`src/rtl/seg_message_sequencer.sv`:
```
// Message buffer and playback sequencer for a single 7-segment display.
// Stores glyph codes, then plays them back with a fixed dwell and blank gap, one-shot or looping.
module seg_message_sequencer #(
  parameter int unsigned DEPTH        = 8,
  parameter int unsigned CODE_BITS    = 6,
  parameter int unsigned DWELL_CYCLES = 4,
  parameter int unsigned GAP_CYCLES   = 1
) (
  input  logic                     clk_2,
  input  logic                     reset,
  input  logic                     wr_valid,
  input  logic [CODE_BITS-1:0]     wr_code,
  output logic                     wr_ready,
  input  logic                     clear,
  input  logic                     start,
  input  logic                     stop,
  input  logic                     loop_en,
  output logic                     busy,
  output logic                     char_valid,
  output logic [CODE_BITS-1:0]     char_code,
  output logic                     done,
  output logic [$clog2(DEPTH):0]   count
);

  localparam int unsigned IW       = $clog2(DEPTH);
  localparam int unsigned CW       = IW + 1;
  localparam int unsigned TimerMax = (DWELL_CYCLES > GAP_CYCLES) ? DWELL_CYCLES : GAP_CYCLES;
  localparam int unsigned TW       = $clog2(TimerMax + 1);
  localparam logic [TW-1:0] DwellLast = TW'(DWELL_CYCLES - 1);
  localparam logic [TW-1:0] GapLast   = TW'((GAP_CYCLES == 0) ? 0 : GAP_CYCLES - 1);

  typedef enum logic [1:0] {StIdle, StShow, StGap} state_e;

  state_e               r_state;
  logic [IW-1:0]        r_idx;
  logic [TW-1:0]        r_timer;
  logic [CODE_BITS-1:0] r_buf [DEPTH];

  logic          w_idle;
  logic          w_clear;
  logic          w_wr_fire;
  logic [CW-1:0] w_count_nxt;
  logic          w_start;
  logic          w_adv;
  logic          w_has_next;
  logic          w_adv_play;
  logic [IW-1:0] w_adv_idx;

  assign w_idle      = (r_state == StIdle);
  assign w_clear     = clear && w_idle;
  // wr_ready is only ever high in IDLE, and clear wins over a same-cycle write
  assign w_wr_fire   = wr_valid && wr_ready && !w_clear;
  assign w_count_nxt = w_clear ? '0 : (w_wr_fire ? count + CW'(1) : count);
  assign w_start     = w_idle && start && !w_clear && (count != '0);

  // End of one entry's slot: after the gap, or after the dwell when there is no gap
  assign w_adv = ((r_state == StShow) && (r_timer == DwellLast) && (GAP_CYCLES == 0)) ||
                 ((r_state == StGap) && (r_timer == GapLast));
  assign w_has_next = (CW'(r_idx) + CW'(1)) < count;
  assign w_adv_play = w_has_next || loop_en;
  assign w_adv_idx  = w_has_next ? r_idx + IW'(1) : '0;

  always_ff @(posedge clk_2) begin
    if (w_wr_fire) begin
      r_buf[count[IW-1:0]] <= wr_code;
    end
  end

  always_ff @(posedge clk_2) begin
    if (reset) begin
      r_state    <= StIdle;
      r_idx      <= '0;
      r_timer    <= '0;
      count      <= '0;
      busy       <= 1'b0;
      char_valid <= 1'b0;
      char_code  <= '0;
      done       <= 1'b0;
      wr_ready   <= 1'b1;
    end else begin
      done  <= 1'b0;
      count <= w_count_nxt;
      if (stop) begin
        r_state    <= StIdle;
        busy       <= 1'b0;
        char_valid <= 1'b0;
        char_code  <= '0;
        wr_ready   <= (w_count_nxt < CW'(DEPTH));
      end else if (w_adv) begin
        r_timer <= '0;
        if (w_adv_play) begin
          r_state    <= StShow;
          r_idx      <= w_adv_idx;
          char_valid <= 1'b1;
          char_code  <= r_buf[w_adv_idx];
        end else begin
          r_state    <= StIdle;
          busy       <= 1'b0;
          char_valid <= 1'b0;
          char_code  <= '0;
          done       <= 1'b1;
          wr_ready   <= (count < CW'(DEPTH));
        end
      end else begin
        unique case (r_state)
          StIdle: begin
            if (w_start) begin
              r_state    <= StShow;
              r_idx      <= '0;
              r_timer    <= '0;
              busy       <= 1'b1;
              char_valid <= 1'b1;
              char_code  <= r_buf[0];
              wr_ready   <= 1'b0;
            end else begin
              wr_ready <= (w_count_nxt < CW'(DEPTH));
            end
          end
          StShow: begin
            if (r_timer == DwellLast) begin
              r_state    <= StGap;
              r_timer    <= '0;
              char_valid <= 1'b0;
              char_code  <= '0;
            end else begin
              r_timer <= r_timer + TW'(1);
            end
          end
          StGap: begin
            r_timer <= r_timer + TW'(1);
          end
          default: begin
            r_state <= StIdle;
          end
        endcase
      end
    end
  end

endmodule

```
`config.mk`:
```
export PLATFORM = sky130hd
export DESIGN_NAME = seg_message_sequencer
export DESIGN_NICKNAME = d
export VERILOG_FILES = /design/src/rtl/seg_message_sequencer.sv
export SDC_FILE = /design/constraint.sdc
export NUM_CORES = 1
export LEC_CHECK = 0
export ABC_AREA = 1
export CAP_MARGIN = 20
export CORE_UTILIZATION = 58
export DETAILED_ROUTE_END_ITERATION = 12
export GPL_ROUTABILITY_DRIVEN = 0
export PLACE_DENSITY = 0.89
export SETUP_SLACK_MARGIN = 0.5
export SYNTH_ARGS = -nofsm -noshare
export SYNTH_HDL_FRONTEND = slang
export SYNTH_SLANG_ARGS = --single-unit
```
`constraint.sdc`:
```
create_clock -name clk_2 -period 2.2 [get_ports clk_2]
set_input_delay 0.55 -clock clk_2 [delete_from_list [all_inputs] [get_ports clk_2]]
set_output_delay 0.55 -clock clk_2 [all_outputs]
set_load 0.01 [all_outputs]
```
==> flow_summary.yaml <==
clock_network:
  cts.sinks: 70
  htreeDepth: 3
  path_clk_slew_ns: 0.09
  clk_latency_ns: 0.37
  cts.path.max_buffers: 2
  cts_tree: "built"
  cts-root-buf: "clkbuf_8"
  cts_made_buffers: 9
floorplan:
  coreArea_um2: 5540
  initial_core_util_pct: 60.66
  ios: 27
  die_w_um: 78.12
  dieArea_um2: 6103
  die_y_um: 78.12
  fp-row-count: 27
power_and_ir_drop:
  cellPowerDensity_nw_per_um2: 788.2
  irDropWorstVdd_uv: 458.4
  p_leak_nw: 1.829
drt:
  firstDrtPassIters: 9
  totalWireLength_um: 10440
  ant_nets: 0
  vias: 3133
  wl_per_cell_um: 20.85
  vias_per_cell: 6.253
  drtIter0Drc: 407
  drcViolationCount: 0
final_layout:
  num-nets-final: 451
  drive_above_1_share_pct: 34.03
  antenna-diode-count: 0
  area_delta_synth_final_pct: 33.62
  fillerInstances: 288
sta:
  hold_ws_ns: 0.4581
  hold_viol_final: 0
  maxSlewViolCount: 0
  max_slew_margin_pct: 69.10
  finalSetupViolCount: 5
  worstMarginPinSlew_ns: 0.4586
  timing.final.crit_period_ns: 2.258
  rsz0062_at_grt: "true"
  post-route-period-util_pct: 102.7
  worst_slack_ns: -0.05833
  clock.fmax_mhz: 442.8
  finClkSkew_ns: 0.01074
setup_path:
  cp_cell_sequence: "ha_4 > or2_1 > nand2_2 > ha_4 > nand2_2 > inv_2 > nand2_4 > nand3_4 > buf_4 > nand2_1 > nand3_1 > nand3_1 > nand3_1 > nand2_1 > inv_1"
  end_kind: "flop"
  r2r_slack_ns: -0.06
  required_ns: 2.48
  crit_slowest_cell: "dfxtp_4"
  cp_data_arrival_time_ns: 2.54
  cp-start-kind: "flop"
  critPathMostFrequentCell: "nand3_1"
  worstSetupPathType: "flop to flop"
  max_stage_delay_ns: 0.37
  cp_max_fo: 6
logic_synthesis:
  syn-cell-area_um2: 3361
  syn-num-nets: 388
  synth_area_per_cell_um2: 9.309
  synth-seq-cells: 70
  ys_types: 29
  yosys_warnings: 0
  yosysSeqAreaShare_pct: 55.99
  synthCells: 361
global_route:
  antenna_found_initial: 0
  overflow: 0
  grt_pass1_wl_um: 13970
  grtUsageTotal_pct: 30.96
  grt_max_degree: 16
  grt_pass1_vias: 2831
job:
  drv_cap: 0
placed_design:
  pre_cts_ws_ns: -0.01145
  io_buffers: 26
  dp.final_hpwl_um: 5376
min_path:
  min_path_type: "flop to flop"
status:
  violations: "setup timing"
  run_status: "finished, violations left"
-- cell usage in the layout (no fill, tap or decap), types with 4 or more instances in the layout --
cell type and count:
nand2_1 70, edfxtp_1 48, inv_1 34, nand3_1 29
nand2_2 21, nand3_2 20, buf_4 20, nor2_1 18
dfxtp_1 15, dlygate4sd2_1 14, inv_2 12, clkdlybuf4s50_1 12
nor2_4 11, a21oi_1 11, ha_1 10, buf_6 10
o21ai_1 9, clkbuf_8 9, nand2_4 6, nand4_1 4
dfxtp_4 4
-- Yosys cell counts, drive strengths merged --
master | number | share of area (%)
clkbuf | 1 | 0.11
dfxtp | 22 | 13
nand3 | 52 | 8.8
edfxtp | 48 | 43
ha | 14 | 5.2
nor3 | 2 | 0.45
nand4 | 4 | 0.74
nand2 | 98 | 12
buf | 5 | 1.5
inv | 48 | 5.4
nor4 | 2 | 0.37
o21ai | 13 | 1.9
o211ai | 3 | 0.82
nor2 | 32 | 3.9
or2 | 1 | 0.19
a22oi | 1 | 0.22
a21oi | 15 | 2.6
-- flip-flops by register name (all words and copies together) (netlist names) --
| signal | count |
|---|---|
| r_buf | 48 |
| char_code | 6 |
| count | 4 |
| r_idx | 3 |
| r_timer | 3 |
| r_state | 2 |
| busy | 1 |
| char_valid | 1 |
| done | 1 |
| wr_ready | 1 |
-- per-layer routing --
metal  part of all wire (%)  GRT usage [%]  vias up
met4                    6.5          20.00        0
met1                     36          36.43     1445
met3                     11          6.860       83
met5                      0              0        -
li1                       -              -     1329
met2                     47          51.14      276
-- worst max-delay path, delay by kind of cell, from the launching register on --
| kind | cells | cell delay [ns] |
|---|---|---|
| fa+ha+maj | 2 | 0.37 |
| buf+inv | 3 | 0.28 |
| flops | 1 | 0.37 |
| simple gates | 10 | 1.16 |
-- logic make-up after synthesis --
| family | share of synthesized area (%) |
|---|---|
| buf+inv | 6.924 |
| simple gates | 26.32 |
| flops | 55.99 |
| compound gates | 5.547 |
| fa+ha+maj | 5.212 |
-- where the power goes --
part / internal [mW] / leakage [nW] / switching [mW]
Clock: 0.434 / 0.0903 / 0.594
Combinational: 0.340 / 1.12 / 0.626
Sequential: 1.49 / 0.616 / 0.0539
-- final cells by class --
class                   instances  area, µm²  area share [%]
clock buffers                   9      123.9           2.758
clock inverters                 7      63.81           1.421
inverters                      48      190.2           4.235
multi-input cells             237       1569           34.94
flip-flops and latches         70       1901           42.32
well taps                      72      90.09           2.006
repair buffers                 58      553.0           12.32
-- final timing paths --
check             startpoint            to  depth (start not counted)
hold reg to reg   char_valid    char_valid                          2
setup reg to reg    r_idx[1]  char_code[1]                         15
setup / recovery    r_idx[1]  char_code[1]                         15
hold / removal    char_valid    char_valid                          2
-- metrics by stage --
stage          cells  util [%]  power [mW]  TNS (ns)  cell area, µm²
2_1_floorplan    361         -       2.083         0            3418
6_report         501     81.05       3.539   -0.1319            4491
4_1_cts          497     78.05       3.378         0            4324
5_1_grt          501     81.05       3.649   -0.7211            4491
3_3_place_gp     462     68.22       2.277         0            3780
3_5_place_dp     462     68.22       2.306  -0.07266            3780
-- what timing repair did --
item,4_1_cts,5_1_grt
endpoints found under the setup margin,70,60
setup buffers,18,4
gates cloned,1,0
gates resized for setup,67,38
hold buffers,0,0
pin swaps,16,19
(Power assumes the default switching activity.)
==> RTL change 1: new RTL, config.mk and constraints unchanged <==
Reset style: asynchronous (`reset`), changed in one clocked block.
--- a/src/rtl/seg_message_sequencer.sv
+++ b/src/rtl/seg_message_sequencer.sv
@@ -67,5 +67,5 @@
   end
 
-  always_ff @(posedge clk_2) begin
+  always_ff @(posedge clk_2 or posedge reset) begin
     if (reset) begin
       r_state    <= StIdle;
Function: differs if reset is asserted again (counterexample within 4 cycles, from zero or initial values and one cycle with reset high); with reset held inactive, the same outputs for 10 cycles.
==> RTL change 1 against the original RTL <==
The run still ends with negative setup slack left; core utilization grew 3.6 points; area after synthesis grew 1.7%; sequential cell count is the same; setup slack lost 310 ps; critical endpoint is now char_code[4]; die area grew 1.7%; critical path type unchanged; cell area grew 5.7%; routed wire length grew 24%; sequential share of layout area shrank 0.25 points; maximum frequency shrank 12%.
Power is left out: the tool's default activity adds up to more than one toggle a clock period on the data nets, which glitch-free logic cannot reach.
==> RTL change 1: results (changes against the original RTL) <==
GRT
The overall fraction of global-route tracks in use came to 0.376 (+0.0665). The initial antenna violation count is 0 (unchanged). The wire length of the first global-routing pass is 16,900 µm (+21%). The largest net degree at the start of global routing came to 30 (+14). The number of global-route vias before repair came to 3,210 (+13%).

Outcome
The checks that failed: negative setup slack. The flow ran to the end, but the final reports show violations.

Layout
The fill cell instance count of the final layout is 259 (-10%). The flip-flop count of the largest register, all copies and words added is 48 (unchanged). The count of inserted antenna diode cells is 0 (unchanged). The number of nets in the layout is 437 (-3.1%). The share of cells above drive strength 1 is 0.341 (+0.00108).

Setup path
Among cell families on the critical path, the largest total delay comes from simple AND/OR/NAND/NOR gates. The largest individual stage delay along the critical path comes from the cell dfrtp_2. The data arrival time at the worst-slack endpoint was 2810 ps (+270 ps). The number of cells on the worst reg-to-reg path was 14 (-1). The biggest cell delay along the critical path is 470 ps (+100 ps). Following the worst setup path forward leads to its endpoint at char_code[4]. The sort of element at the start of the critical path is a register. The highest net fanout along the worst path is 6 (unchanged). The worst setup path startpoint is r_idx[0].

Yosys
The proportion of synthesized chip area in sequential cells is 0.583 (+0.0229). The fraction of registers with async set/reset came to 0.314 (+0.314). The xor/xnor cell area share of the yosys netlist is 0.00256 (+0.00256).

The post-synthesis compound-gate area fraction came to 0.0662 (+0.0108). The total nets after synthesis is 368 (-5.2%). Sorting the synthesized cells by area gives the leading types as edfxtp_1 (42%), dfrtp_1 (15%), nand2_1 (8.7%).

Ranked by instance count, the synthesized netlist is headed by nand2_1 (79), edfxtp_1 (48), nand3_1 (39). The count of flip-flops with a built-in enable after synthesis is 48 (unchanged). The number of distinct library cells after synthesis was 29 (unchanged). The warning count from the yosys run is 0 (unchanged). The fraction of the mapped netlist area in adder cells is 0.0585 (+0.00642).

Placed design
The number of port buffers was 26 (unchanged). The detailed placement HPWL is 5270 µm (-2.0%).

Clock tree
Clock tree synthesis selected as its root buffer the cell clkbuf_8. The number of buffers on the longest clock path came to 2 (unchanged). The clock slew seen by the registers of the worst setup and hold paths was 90 ps (about the same).

The latest clock arrival within the worst-skew pair is approximately 380 ps. The CTS buffer count is 9 (unchanged).

Drt
The length of the first detailed-routing pass in iterations is 7 (-2). The routed wire length per instance is 26.6 µm (+28%). The total number of vias is 3,419 (+9.1%).

The number of DRC markers in iteration 0 was 581 (+43%).

STA
The slew of the pin with the lowest slew margin is 417 ps (-41.8 ps). The clock tree skew after final layout was 17.2 ps (+6.47 ps). The setup violation total in the final timing report was 13 (+8).

The slack of the critical path was -367 ps (-308 ps).

Min path
The class of the worst hold path is in2async.
## RTL change 1: through the flow
step,std cells,hold WS (ps),instance area (µm²),setup TNS (ps),setup slack (ps)
global route,485,535,4750,-3210,-358
detailed placement,438,485,3860,-46.4,-28.1
finish,485,512,4750,-2930,-367
CTS,469,492,4490,0,110
global placement,438,478,3860,0,33.5
floorplan,339,478,3510,0,89.3
## RTL change 1: worst min path at each step
stage	startpoint	to	slack [ps]	depth (start not counted)
floorplan	r_timer[1]	r_timer[1]	480	2
global placement	busy	busy	480	1
detailed placement	busy	busy	480	1
CTS	wr_ready	wr_ready	490	2
global route	busy	busy	530	1
finish	reset	char_valid	510	3
## RTL change 1: cells by family (layout without fill, tap and decap cells)
kind of cell,after synthesis,in the layout
simple gates,172,175
flops,70,70
buf+inv,45,116
compound gates,35,35
fa+ha+maj,16,16
xor+xnor,1,1
## RTL change 1: layout make-up
type | count | share of cell area
inverters | 34 | 0.0287
flip-flops and latches | 70 | 0.421
multi-input cells | 227 | 0.353
well taps | 72 | 0.0190
clock inverters | 7 | 0.0206
repair buffers | 66 | 0.132
clock buffers | 9 | 0.0261
## RTL change 1: timing repair
item                       4_1_cts  5_1_grt
setup buffers                   11       16
resized for setup               79       38
gates cloned                     4        0
pin swaps                       30       12
setup endpoints to repair       80       69
## RTL change 1: worst register-to-register path: stages (launching register included)
cell and delay, ps:
dfrtp_2 470, ha_4 330, ha_4 200, nand2_1 160, nand2_2 150, nand2_4 160
buf_8 150, nand3_4 130, buf_4 180, nand2_2 50, nand3_1 100, nand2_1 100
nand2_1 70, nand3_1 110, a21oi_1 90
## RTL change 1: layer usage
layer	part of all wire	track usage
met3	0.13	0.0885
met1	0.33	0.463
met4	0.077	0.230
met2	0.47	0.601
met5	0	0
==> RTL change 2: new RTL, same settings <==
Made on the original files. Set the parameter `DWELL_CYCLES` to 8 (it was 4).
--- a/src/rtl/seg_message_sequencer.sv
+++ b/src/rtl/seg_message_sequencer.sv
@@ -4,5 +4,5 @@
   parameter int unsigned DEPTH        = 8,
   parameter int unsigned CODE_BITS    = 6,
-  parameter int unsigned DWELL_CYCLES = 4,
+  parameter int unsigned DWELL_CYCLES = 8,
   parameter int unsigned GAP_CYCLES   = 1
 ) (
Behaviour: not the same (a bounded check fails within 10 cycles, from zero or initial values and one cycle with reset high).
==> RTL change 2 against the original RTL <==
The run still ends with negative setup slack left; total power rose by 10%; sequential cell count rose by 1; global-route usage rose by 4.8 points; setup slack got worse by 100 ps; final cell count rose by 13%; cell area rose by 11%; first-iteration DRC count rose by 53%; combinational power rose by 36%; routed wire length rose by 25%; sequential share of layout area fell by 3.7 points; area after synthesis rose by 6.1%; hold slack improved by 36 ps; critical endpoint is now char_code[3].
==> RTL change 2: results (changes against the original RTL) <==
Setup path
The highest net fanout along the worst path was 8 (+2). The number of cells on the worst reg-to-reg path came to 14 (-1). The data arrival time at the worst-slack endpoint came to 2640 ps (+100 ps).

Yosys
The average instance area after synthesis is 8.89 µm² (-4.5%). The commonest cells after synthesis are nand2_1 (90), inv_1 (54), nor2_1 (49). Ranked by total cell area, the synthesized netlist is headed by edfxtp_1 (40%), dfxtp_1 (13%), nand2_1 (9.5%). The total nets after synthesis was 427 (+10%).

Placed design
The total placed cells including tap cells came to 508 (+10%). The worst slack after detailed placement was 6.50 ps (+17.9 ps). The placed cell area is 0.00405 mm² (+7.2%).

GRT
The overall fraction of global-route tracks in use is 0.357 (+0.0476). The number of global-route vias before repair is 3,315 (+17%).

STA
The slack of the critical path is -162 ps (-104 ps). The setup violation total in the final timing report came to 3 (-2). The slew of the pin with the lowest slew margin came to 414 ps (-44.6 ps). The clock tree skew after final layout came to 20.2 ps (+9.43 ps).

Power
The combinational fraction of design power is 0.334 (+0.061). The peak supply drop was 621 µV (+35%). The share of total power in the clock network came to 0.265 (-0.025). The reported combinational group power is 1310 µW (+36%). The cell-internal power came to 2450 µW (+7.9%).

Drt
The number of DRC markers in iteration 0 is 624 (+53%). The number of vias per cell after detailed routing came to 6.60 (+5.6%). The length of the first detailed-routing pass in iterations was 7 (-2).

Layout
The share of cells above drive strength 1 is 0.362 (+0.0215). The fill cell instance count of the final layout is 267 (-7.3%).

Outcome
The final reports fail on negative setup slack. The run finished, with violations left.
==> RTL change 2: changes by cell type in the layout (fill, tap and decap cells not counted), sizes merged, moves of 3 or more <==
cell    delta
a21oi      +4
buf       +20
inv       +14
nand3      -3
nand4     +10
nor2      +25
o211ai     -3
o21ai      -3
==> RTL change 2: worst min-delay path: stages (launching register included) <==
cell and delay, ps:
dfxtp_1 340, nand2_1 70, a21oi_1 50
==> RTL change 2: timing repair <==
| item | CTS | global route |
|---|---|---|
| pin swaps | 32 | 28 |
| setup buffers | 20 | 16 |
| endpoints found under the setup margin | 82 | 62 |
| gates resized for setup | 58 | 62 |
| cloned | 7 | 0 |
==> RTL change 2: layer usage <==
metal | vias to the layer above | share of wire | wire length, µm | GRT usage
met5 | - | 0 | 0 | 0
met4 | 0 | 0.075 | 974 | 0.248
met3 | 123 | 0.12 | 1550 | 0.0750
met2 | 396 | 0.46 | 6050 | 0.583
met1 | 1727 | 0.34 | 4490 | 0.418
li1 | 1499 | - | - | -
==> RTL change 2: area by class of cell <==
cell class / instances / area [µm²] / share of cell area
Tap cell: 75 / 93.8 / 0.0188
Multi-Input combinational cell: 265 / 1840 / 0.368
Sequential cell: 71 / 1930 / 0.386
Clock inverter: 7 / 65.1 / 0.0130
Timing Repair Buffer: 78 / 693 / 0.139
Clock buffer: 9 / 124 / 0.0248
Inverter: 62 / 253 / 0.0506
==> RTL change 2: cells by family after synthesis <==
kind of cell	share of synthesized area
simple gates	0.283
buf+inv	0.0870
flops	0.534
compound gates	0.0481
fa+ha+maj	0.0456
xor+xnor	0.00246
==> RTL change 2: path summary, 6_finish.rpt <==
| check | end | slack (ps) |
|---|---|---|
| max | char_code[3] | -160 |
| min | char_valid | 490 |
| max reg2reg | char_code[3] | -160 |
| min reg2reg | char_valid | 490 |
